$ cat config.mk
export PLATFORM = sky130hd
export DESIGN_NAME = spi_master_param
export DESIGN_NICKNAME = d
export VERILOG_FILES = /design/src/rtl/spi_pkg.sv /design/src/rtl/spi_master_param_clk_gen.sv /design/src/rtl/spi_master_param.sv
export SDC_FILE = /design/constraint.sdc
export NUM_CORES = 1
export LEC_CHECK = 0
export ABC_CLOCK_PERIOD_IN_PS = 2500
export CORE_MARGIN = 8
export CORE_UTILIZATION = 45
export CTS_CLUSTER_DIAMETER = 120
export CTS_CLUSTER_SIZE = 25
export DETAILED_ROUTE_END_ITERATION = 12
export GPL_TIMING_DRIVEN = 0
export PLACE_DENSITY = 0.79
export SLEW_MARGIN = 10
export SYNTH_ARGS = -nofsm -noshare
export SYNTH_HDL_FRONTEND = slang
export SYNTH_SLANG_ARGS = --single-unit
$ cat constraint.sdc
create_clock -name clk -period 2.5 [get_ports clk]
set_clock_uncertainty 0.05 [all_clocks]
set_input_delay 0.75 -clock clk [delete_from_list [all_inputs] [get_ports clk]]
set_output_delay 0.75 -clock clk [all_outputs]
set_load 0.02 [all_outputs]
$ cat src/rtl/spi_pkg.sv
// Shared definitions for the parametrised SPI master.
// Holds the controller state encoding and the {CPOL,CPHA} mode constants.
package spi_pkg;

    typedef enum logic [1:0] {
        StIdle,
        StLead,
        StXfer,
        StTrail
    } spi_state_e;

    // mode = {CPOL, CPHA}
    localparam logic [1:0] Mode0 = 2'b00;
    localparam logic [1:0] Mode1 = 2'b01;
    localparam logic [1:0] Mode2 = 2'b10;
    localparam logic [1:0] Mode3 = 2'b11;

endpackage

$ cat src/rtl/spi_master_param_clk_gen.sv
// SCLK generator for spi_master_param.
// Ports:
//   clk, n_rst       system clock, asynchronous active-low reset
//   en               divider runs while high (any non-idle state)
//   xfer             sclk toggles on each half-period tick while high
//   cpol             level sclk is loaded with when not transferring
//   clk_div          latched divider; half-period H = clk_div + 1 cycles
//   tick             half-period elapsed (this cycle is the last of H)
//   lead_edge        tick that moves sclk away from cpol
//   trail_edge       tick that returns sclk to cpol
//   sclk             registered SPI clock
module spi_clk_gen #(
    parameter int unsigned DIV_W = 8
) (
    input  logic             clk,
    input  logic             n_rst,
    input  logic             en,
    input  logic             xfer,
    input  logic             cpol,
    input  logic [DIV_W-1:0] clk_div,
    output logic             tick,
    output logic             lead_edge,
    output logic             trail_edge,
    output logic             sclk
);

    logic [DIV_W-1:0] div_cnt;

    // Counter restarts on the tick, so it never has to exceed clk_div.
    assign tick       = en && (div_cnt == clk_div);
    assign lead_edge  = tick && xfer && (sclk == cpol);
    assign trail_edge = tick && xfer && (sclk != cpol);

    always_ff @(posedge clk or negedge n_rst) begin
        if (!n_rst) begin
            div_cnt <= '0;
            sclk    <= 1'b0;
        end else begin
            if (!en || tick) begin
                div_cnt <= '0;
            end else begin
                div_cnt <= div_cnt + 1'b1;
            end
            if (xfer) begin
                if (tick) begin
                    sclk <= ~sclk;
                end
            end else begin
                sclk <= cpol;
            end
        end
    end

endmodule

$ cat src/rtl/spi_master_param.sv
// Parametrised full-duplex SPI master with start/busy/done handshake.
// Ports:
//   clk, n_rst   system clock, asynchronous active-low reset
//   start        transaction request, honoured only when idle
//   mode         {CPOL,CPHA}, latched at accept
//   clk_div      sclk half-period minus one, latched at accept
//   tx_data      word to transmit, latched at accept
//   rx_data      last received word, updated together with done
//   busy         high from accept until done
//   done         one-cycle completion pulse
//   sclk, cs_n   SPI clock and active-low chip select
//   mosi, miso   serial data out / in (miso sampled in the sclk domain)
module spi_master_param
    import spi_pkg::*;
#(
    parameter int unsigned DATA_W    = 8,
    parameter int unsigned DIV_W     = 8,
    parameter int unsigned LSB_FIRST = 0
) (
    input  logic              clk,
    input  logic              n_rst,
    input  logic              start,
    input  logic [1:0]        mode,
    input  logic [DIV_W-1:0]  clk_div,
    input  logic [DATA_W-1:0] tx_data,
    output logic [DATA_W-1:0] rx_data,
    output logic              busy,
    output logic              done,
    output logic              sclk,
    output logic              cs_n,
    output logic              mosi,
    input  logic              miso
);

    localparam int unsigned       EDGE_W    = $clog2(2 * DATA_W + 1);
    localparam logic [EDGE_W-1:0] LAST_EDGE = EDGE_W'(2 * DATA_W - 1);

    spi_state_e        state;
    logic [1:0]        mode_l;
    logic [DIV_W-1:0]  div_l;
    logic [DATA_W-1:0] tx_sr;
    logic [DATA_W-1:0] rx_sr;
    logic [EDGE_W-1:0] edge_cnt;

    logic              tick;
    logic              lead_edge;
    logic              trail_edge;
    logic              gen_en;
    logic              gen_xfer;
    logic              cpol;
    logic              sample;
    logic              shift;
    logic              last_edge;
    logic              tx_first;
    logic              tx_rot_first;
    logic [DATA_W-1:0] tx_rot;
    logic [DATA_W-1:0] rx_shifted;

    always_comb begin
        gen_en    = (state != StIdle);
        gen_xfer  = (state == StXfer);
        // Idle sclk follows the live mode so the level is right before select.
        cpol      = (state == StIdle) ? mode[1] : mode_l[1];
        // edge_cnt holds the number of edges already issued; the current tick
        // is edge edge_cnt+1.
        sample    = mode_l[0] ? trail_edge : lead_edge;
        shift     = mode_l[0] ? (lead_edge && (edge_cnt != '0))
                              : (trail_edge && (edge_cnt != LAST_EDGE));
        last_edge = gen_xfer && tick && (edge_cnt == LAST_EDGE);
        if (LSB_FIRST != 0) begin
            tx_first     = tx_data[0];
            tx_rot       = {tx_sr[0], tx_sr[DATA_W-1:1]};
            tx_rot_first = tx_rot[0];
            rx_shifted   = {miso, rx_sr[DATA_W-1:1]};
        end else begin
            tx_first     = tx_data[DATA_W-1];
            tx_rot       = {tx_sr[DATA_W-2:0], tx_sr[DATA_W-1]};
            tx_rot_first = tx_rot[DATA_W-1];
            rx_shifted   = {rx_sr[DATA_W-2:0], miso};
        end
    end

    spi_clk_gen #(
        .DIV_W(DIV_W)
    ) u_clk_gen (
        .clk       (clk),
        .n_rst     (n_rst),
        .en        (gen_en),
        .xfer      (gen_xfer),
        .cpol      (cpol),
        .clk_div   (div_l),
        .tick      (tick),
        .lead_edge (lead_edge),
        .trail_edge(trail_edge),
        .sclk      (sclk)
    );

    always_ff @(posedge clk or negedge n_rst) begin
        if (!n_rst) begin
            state    <= StIdle;
            mode_l   <= '0;
            div_l    <= '0;
            tx_sr    <= '0;
            rx_sr    <= '0;
            edge_cnt <= '0;
            rx_data  <= '0;
            busy     <= 1'b0;
            done     <= 1'b0;
            cs_n     <= 1'b1;
            mosi     <= 1'b0;
        end else begin
            done <= 1'b0;
            case (state)
                StIdle: begin
                    if (start) begin
                        mode_l   <= mode;
                        div_l    <= clk_div;
                        tx_sr    <= tx_data;
                        mosi     <= tx_first;
                        edge_cnt <= '0;
                        cs_n     <= 1'b0;
                        busy     <= 1'b1;
                        state    <= StLead;
                    end
                end
                StLead: begin
                    if (tick) begin
                        state <= StXfer;
                    end
                end
                StXfer: begin
                    if (tick) begin
                        edge_cnt <= edge_cnt + 1'b1;
                    end
                    if (sample) begin
                        rx_sr <= rx_shifted;
                    end
                    if (shift) begin
                        tx_sr <= tx_rot;
                        mosi  <= tx_rot_first;
                    end
                    if (last_edge) begin
                        state <= StTrail;
                    end
                end
                StTrail: begin
                    if (tick) begin
                        cs_n    <= 1'b1;
                        busy    <= 1'b0;
                        done    <= 1'b1;
                        rx_data <= rx_sr;
                        mosi    <= 1'b0;
                        state   <= StIdle;
                    end
                end
                default: state <= StIdle;
            endcase
        end
    end

endmodule
# Word-level counts from Yosys, hierarchy flattened
# Cells that the tools add are included.
# totals
in_bits	22
register_bits	54
output_inout_bits	13
# classes
muxes	28
add_sub_neg	2
n_reduce_logical	23
bitwise_logic	1
n_eq_ne	14
# ops
op	n
8-bit 2-to-1 mux	3
8-bit one-hot mux with 2 select lines	1
1-bit 2-to-1 mux	13
5-bit 2-to-1 mux	2
5-bit one-hot mux with 2 select lines	1
3-bit AND reduction	3
8-bit by 1-bit adder with 8-bit output (second input constant)	1
8-bit == test	1
2-bit 2-to-1 mux	4
2-bit != test (second input constant)	4
2-bit one-hot mux with 4 select lines	1
4-bit AND reduction	2
1-bit logical AND	7
2-bit AND reduction	3
2-bit nonzero test	3
5-bit by 1-bit adder with 5-bit output (second input constant)	1
5-bit by 4-bit == test with 1-bit output (second input constant)	1
5-bit by 4-bit != test with 1-bit output (second input constant)	1
5-bit nonzero test	1
2-bit == test (second input constant)	2
2-bit by 1-bit != test with 1-bit output (second input constant)	2
1-bit one-hot mux with 2 select lines	2
1-bit one-hot mux with 3 select lines	1
3-bit nonzero test	1
other kinds (7)	7

# Longest topological paths before layout
# depth
ltp_word	8
depth_mapped	8
depth_no_buf	7

# Cells and area by module
# From an unflattened synthesis, not the netlist that was laid out.
# hier_totals
cells_unflattened	222
area_unflattened_um2	2658.8
# by_module_without_submodules
mod	area_each_um2	instances	cells_per_inst	seq_area_each_um2
spi_master_param	2152.1	1	170	1127.3
spi_clk_gen	506.7	1	52	225.2

# Worst setup path before layout
# OpenSTA, ideal clock, no wires.
# synth_timing
path_type	flip-flop to flip-flop
startpoint	reg state[0]
endpoint	reg mosi
period_less_slack_ps	2067
slack_ps	433
t_required_ps	2363
n_path_buf	1
path_stages_with_launch	9
setup_time_ps	87
t_arrival_ps	1931
path_cell_list	dfrtp_1 -> inv_1 -> ha_1 -> mux2i_1 -> xnor2_2 -> mux2i_1 -> buf_2 -> a2111o_1 -> o211ai_1
# synth_between
elab_chain_len	8
elab_cells_between_ends	20
classes_between	eq/ne (7); mux (3); reduce/logical (10)
# synth_lines
element	line_no	rtl
from (decl)	spi_master_param.sv:38	spi_state_e state;
from (signal assigned)	spi_master_param.sv:100	state <= StIdle;
from (signal assigned)	spi_master_param.sv:123	state <= StLead;
from (signal assigned)	spi_master_param.sv:128	state <= StXfer;
2-bit logical NOT / 2-bit nonzero test (equally long branches)	spi_master_param.sv:63, spi_master_param.sv:113, spi_master_param.sv:60	
1-bit 2-to-1 mux / 1-bit logical AND (equally long branches)	spi_master_param.sv:63, spi_master_param_clk_gen.sv:30	
1-bit != test (tied with other cells)	spi_master_param_clk_gen.sv:32	assign trail_edge = tick && xfer && (sclk != cpol);
1-bit logical AND, on equally long branches	spi_master_param_clk_gen.sv:32, spi_master_param_clk_gen.sv:31	
1-bit logical AND, on equally long branches	spi_master_param.sv:68, spi_master_param.sv:67	
1-bit 2-to-1 mux	spi_master_param.sv:67	shift = mode_l[0] ? (lead_edge && (edge_cnt != '0))
2-bit != test (no source line)	-	
4-bit AND reduction (no source line)	-	
to (signal assigned)	spi_master_param.sv:119	mosi <= tx_first;
to (signal assigned)	spi_master_param.sv:140	mosi <= tx_rot_first;
to (decl)	spi_master_param.sv:31	output logic mosi,
# Several ways; a longest one is shown, not always the timed one.
# A chain may end at the register's enable or synchronous reset.

# Worst setup path in the final report
# layout_timing
startpoint	in mode[1]
endpoint	reg tx_sr[6]
# layout_between
elab_chain_len	7
elab_cells_between_ends	10
classes_between	eq/ne (3); mux (2); reduce/logical (5)
# layout_lines
element	line_no	rtl
from (decl)	spi_master_param.sv:23	input logic [1:0] mode,
1-bit 2-to-1 mux *	spi_master_param.sv:63	cpol = (state == StIdle) ? mode[1] : mode_l[1];
1-bit != test / 1-bit == test (equally long branches)	spi_master_param_clk_gen.sv:32, spi_master_param_clk_gen.sv:31	
1-bit logical AND, on equally long branches	spi_master_param_clk_gen.sv:32, spi_master_param_clk_gen.sv:31	
1-bit logical AND, on equally long branches	spi_master_param.sv:68, spi_master_param.sv:67	
1-bit 2-to-1 mux *	spi_master_param.sv:67	
2-bit != test (no source line) *	-	
3-bit AND reduction (no source line) *	-	
to (signal assigned)	spi_master_param.sv:118	tx_sr <= tx_data;
to (signal assigned)	spi_master_param.sv:139	tx_sr <= tx_rot;
to (decl)	spi_master_param.sv:41	logic [DATA_W-1:0] tx_sr;
# Mark *: on every way between the ends. The rest lies on a longest branch, timed or not.

==> out/metrics.yaml <==
design.die.area_mm2: 0.00872
first_iter_violations: 78
clock_latency_ns: 0.32
cts_tree: "done"
required_ns: 2.68
via_per_inst: 5.42
ant_nets: 0
syn2layout_area_growth_pct: 20.5
rsz0062_at_grt: "false"
hold_buffers: 0
fmax_ghz: 0.429
hold_viol_final: 0
synth_compound_area_frac: 0.112
grt_pass1_vias: 1970
synthXorXnorAreaFrac: 0.0613
io_pins: 35
antenna_found_initial: 0
grt_max_degree: 38
path_buf_inv: 2
cpPeakStageDelay_ns: 0.45
grt_usage: 0.136
cts-buffers-inserted: 5
slew_headroom: 0.550
drive_gt1_frac: 0.159
start_util: 0.460
end_kind: "flip-flop"
gp_congestion: 0.774
synthesis.area_mm2: 0.00269
tightest_slew_ns: 0.670
final_util: 0.555
layout_common_cells: "53 x dfrtp_1, 33 x clkdlybuf4s50_1, 27 x mux2_2"
port_buffers: 34
p_per_area_mw_per_mm2: 977
netlist_instances: 248
syn_nets: 279
drc_errors: 0
grt_overflow: 0
synth_fa_ha_area_frac: 0.0418
period_needed_ns: 2.33
synthSimpleGateAreaFrac: 0.115
synth_flop_cell: "dfrtp_1"
root_buffer: "clkbuf_8"
clkTransAtPathRegs_ns: 0.10
power.leakage_nw: 1.41
crit_type: "in2reg"
finalPower_mw: 3.17
cts_num_sinks: 54
synth_mux_area_frac: 0.128
h-tree-depth: 2
rows: 28
fin_tns_setup_ns: 0
clockBufferDepth: 2
die_h_um: 93.4
post_cts_resized: 0
final-setup-viol-count: 0
min_period_over_period: 0.933
ys_seq_elements: 54
hold_class: "in2async"
path_cells: "clkdlybuf4s50_1 > mux2i_2 > xnor2_2 > mux2i_1 > buf_2 > nor4_1 > a311oi_1"
cp_top_family: "buffers and inverters"
syn_avg_cell_area_um2: 10.9
critPathArrivalTime_ns: 2.51
place_ws_ns: -0.260
synth_edf_count: 0
die-width_um: 93.4
grt_pass1_wl_um: 9540
via_count: 1980
cp_max_fo: 10
post_cts_buffers: 0
outcome: "completed"
cpMaxStageDelayCell: "clkdlybuf4s50_1"
place_hpwl_um: 4030
maxCapViolCount: 0
ys_seq_area_frac: 0.502
core-area_mm2: 0.00585
critPathLaunchType: "input pin"
finalWirelength_um: 5540
synthArstFlopShare: 1.00
ir_drop_uv: 423
diodes: 0
yosys_warnings: 0
final_common_cell: "dfrtp_1"
ys_types: 40
wl_per_cell_um: 15.2
final_max_slew_viol_count: 0
hold_ws_ns: 0.318
first_pass_iters: 4
worst_slack_ns: 0.168
fin_nets: 320
synth_top_family_by_area: "multiplexers"
-- stage by stage --
step,instance area (µm²),std cells
final,3250,365
after global routing,3250,365
after CTS,3240,366
after detailed placement,3140,358
after global placement,3130,357
after floorplan,2690,248
-- kinds of logic (layout without fill, tap and decap cells) --
kind of cell | after synthesis | in the layout
AND/OR/NAND/NOR | 62 | 62
flip-flops | 54 | 54
AO/OA/AOI/OAI | 46 | 46
multiplexers | 31 | 31
buffers and inverters | 28 | 70
XOR/XNOR | 18 | 18
adder cells (fa/ha/maj) | 9 | 9
-- power breakdown --
| part | switching, mW | internal (mW) |
|---|---|---|
| sequential | 0.218 | 1.11 |
| combinational | 0.719 | 0.603 |
| clock | 0.291 | 0.228 |
| total | 1.23 | 1.94 |
-- registers in the layout (all words and copies together) (netlist names) --
name               cells
div_l                  8
rx_data                8
rx_sr                  8
tx_sr                  8
u_clk_gen.div_cnt      8
edge_cnt               5
mode_l                 2
state                  2
busy                   1
cs_n                   1
done                   1
mosi                   1
u_clk_gen.sclk         1
-- cell type report --
class,instances,area [µm²]
Clock inverter,2,17.5
Tap cell,75,93.8
Timing Repair Buffer,35,355
Sequential cell,54,1350
Clock buffer,6,82.6
Multi-Input combinational cell,166,1240
Buffer,9,36.3
Fill cell,497,2610
Inverter,18,67.6
-- synthesized netlist by cell type, drive strengths merged (2+ instances only) --
| cell | number | area (µm²) |
|---|---|---|
| a311oi | 8 | 70.1 |
| xnor2 | 14 | 130 |
| mux2i | 4 | 40.0 |
| a21oi | 6 | 30.0 |
| dfrtp | 53 | 1330 |
| ha | 9 | 113 |
| nand2 | 18 | 67.6 |
| mux2 | 27 | 304 |
| buf | 3 | 13.8 |
| inv | 18 | 67.6 |
| nand3 | 6 | 35.0 |
| xor2 | 4 | 35.0 |
| o22ai | 9 | 56.3 |
| nand2b | 2 | 12.5 |
| nor2 | 16 | 60.1 |
| clkbuf | 7 | 26.3 |
| nand4 | 2 | 12.5 |
| and3 | 3 | 18.8 |
| nor4 | 8 | 50.1 |
| o211ai | 3 | 22.5 |
| o21ai | 13 | 65.1 |
-- path summary, 6_finish.rpt --
path	startpoint	endpoint	slack, ns	cells past startpoint
worst max-delay path	mode[1]	tx_sr[6]$_DFFE_PN0P_	0.17	7
worst min-delay path	n_rst	edge_cnt[2]$_DFFE_PN0P_	0.32	1
worst max register to register	state[0]$_DFFE_PN0P_	tx_sr[6]$_DFFE_PN0P_	0.17	8
worst min register to register	rx_sr[7]$_DFFE_PN0P_	rx_data[7]$_DFFE_PN0P_	0.47	1
max in group asynchronous	n_rst	cs_n$_DFFE_PN1P_	1.48	2
min in group clk	rx_sr[7]$_DFFE_PN0P_	rx_data[7]$_DFFE_PN0P_	0.47	1
-- layer usage --
layer  GRT usage  part of all wire  vias up
li1            -                 -      964
met1       0.166              0.44      972
met2       0.226              0.50       37
met3      0.0313             0.036        7
met4      0.0604             0.016        0
met5           0                 0        -
(Power assumes the default switching activity.)
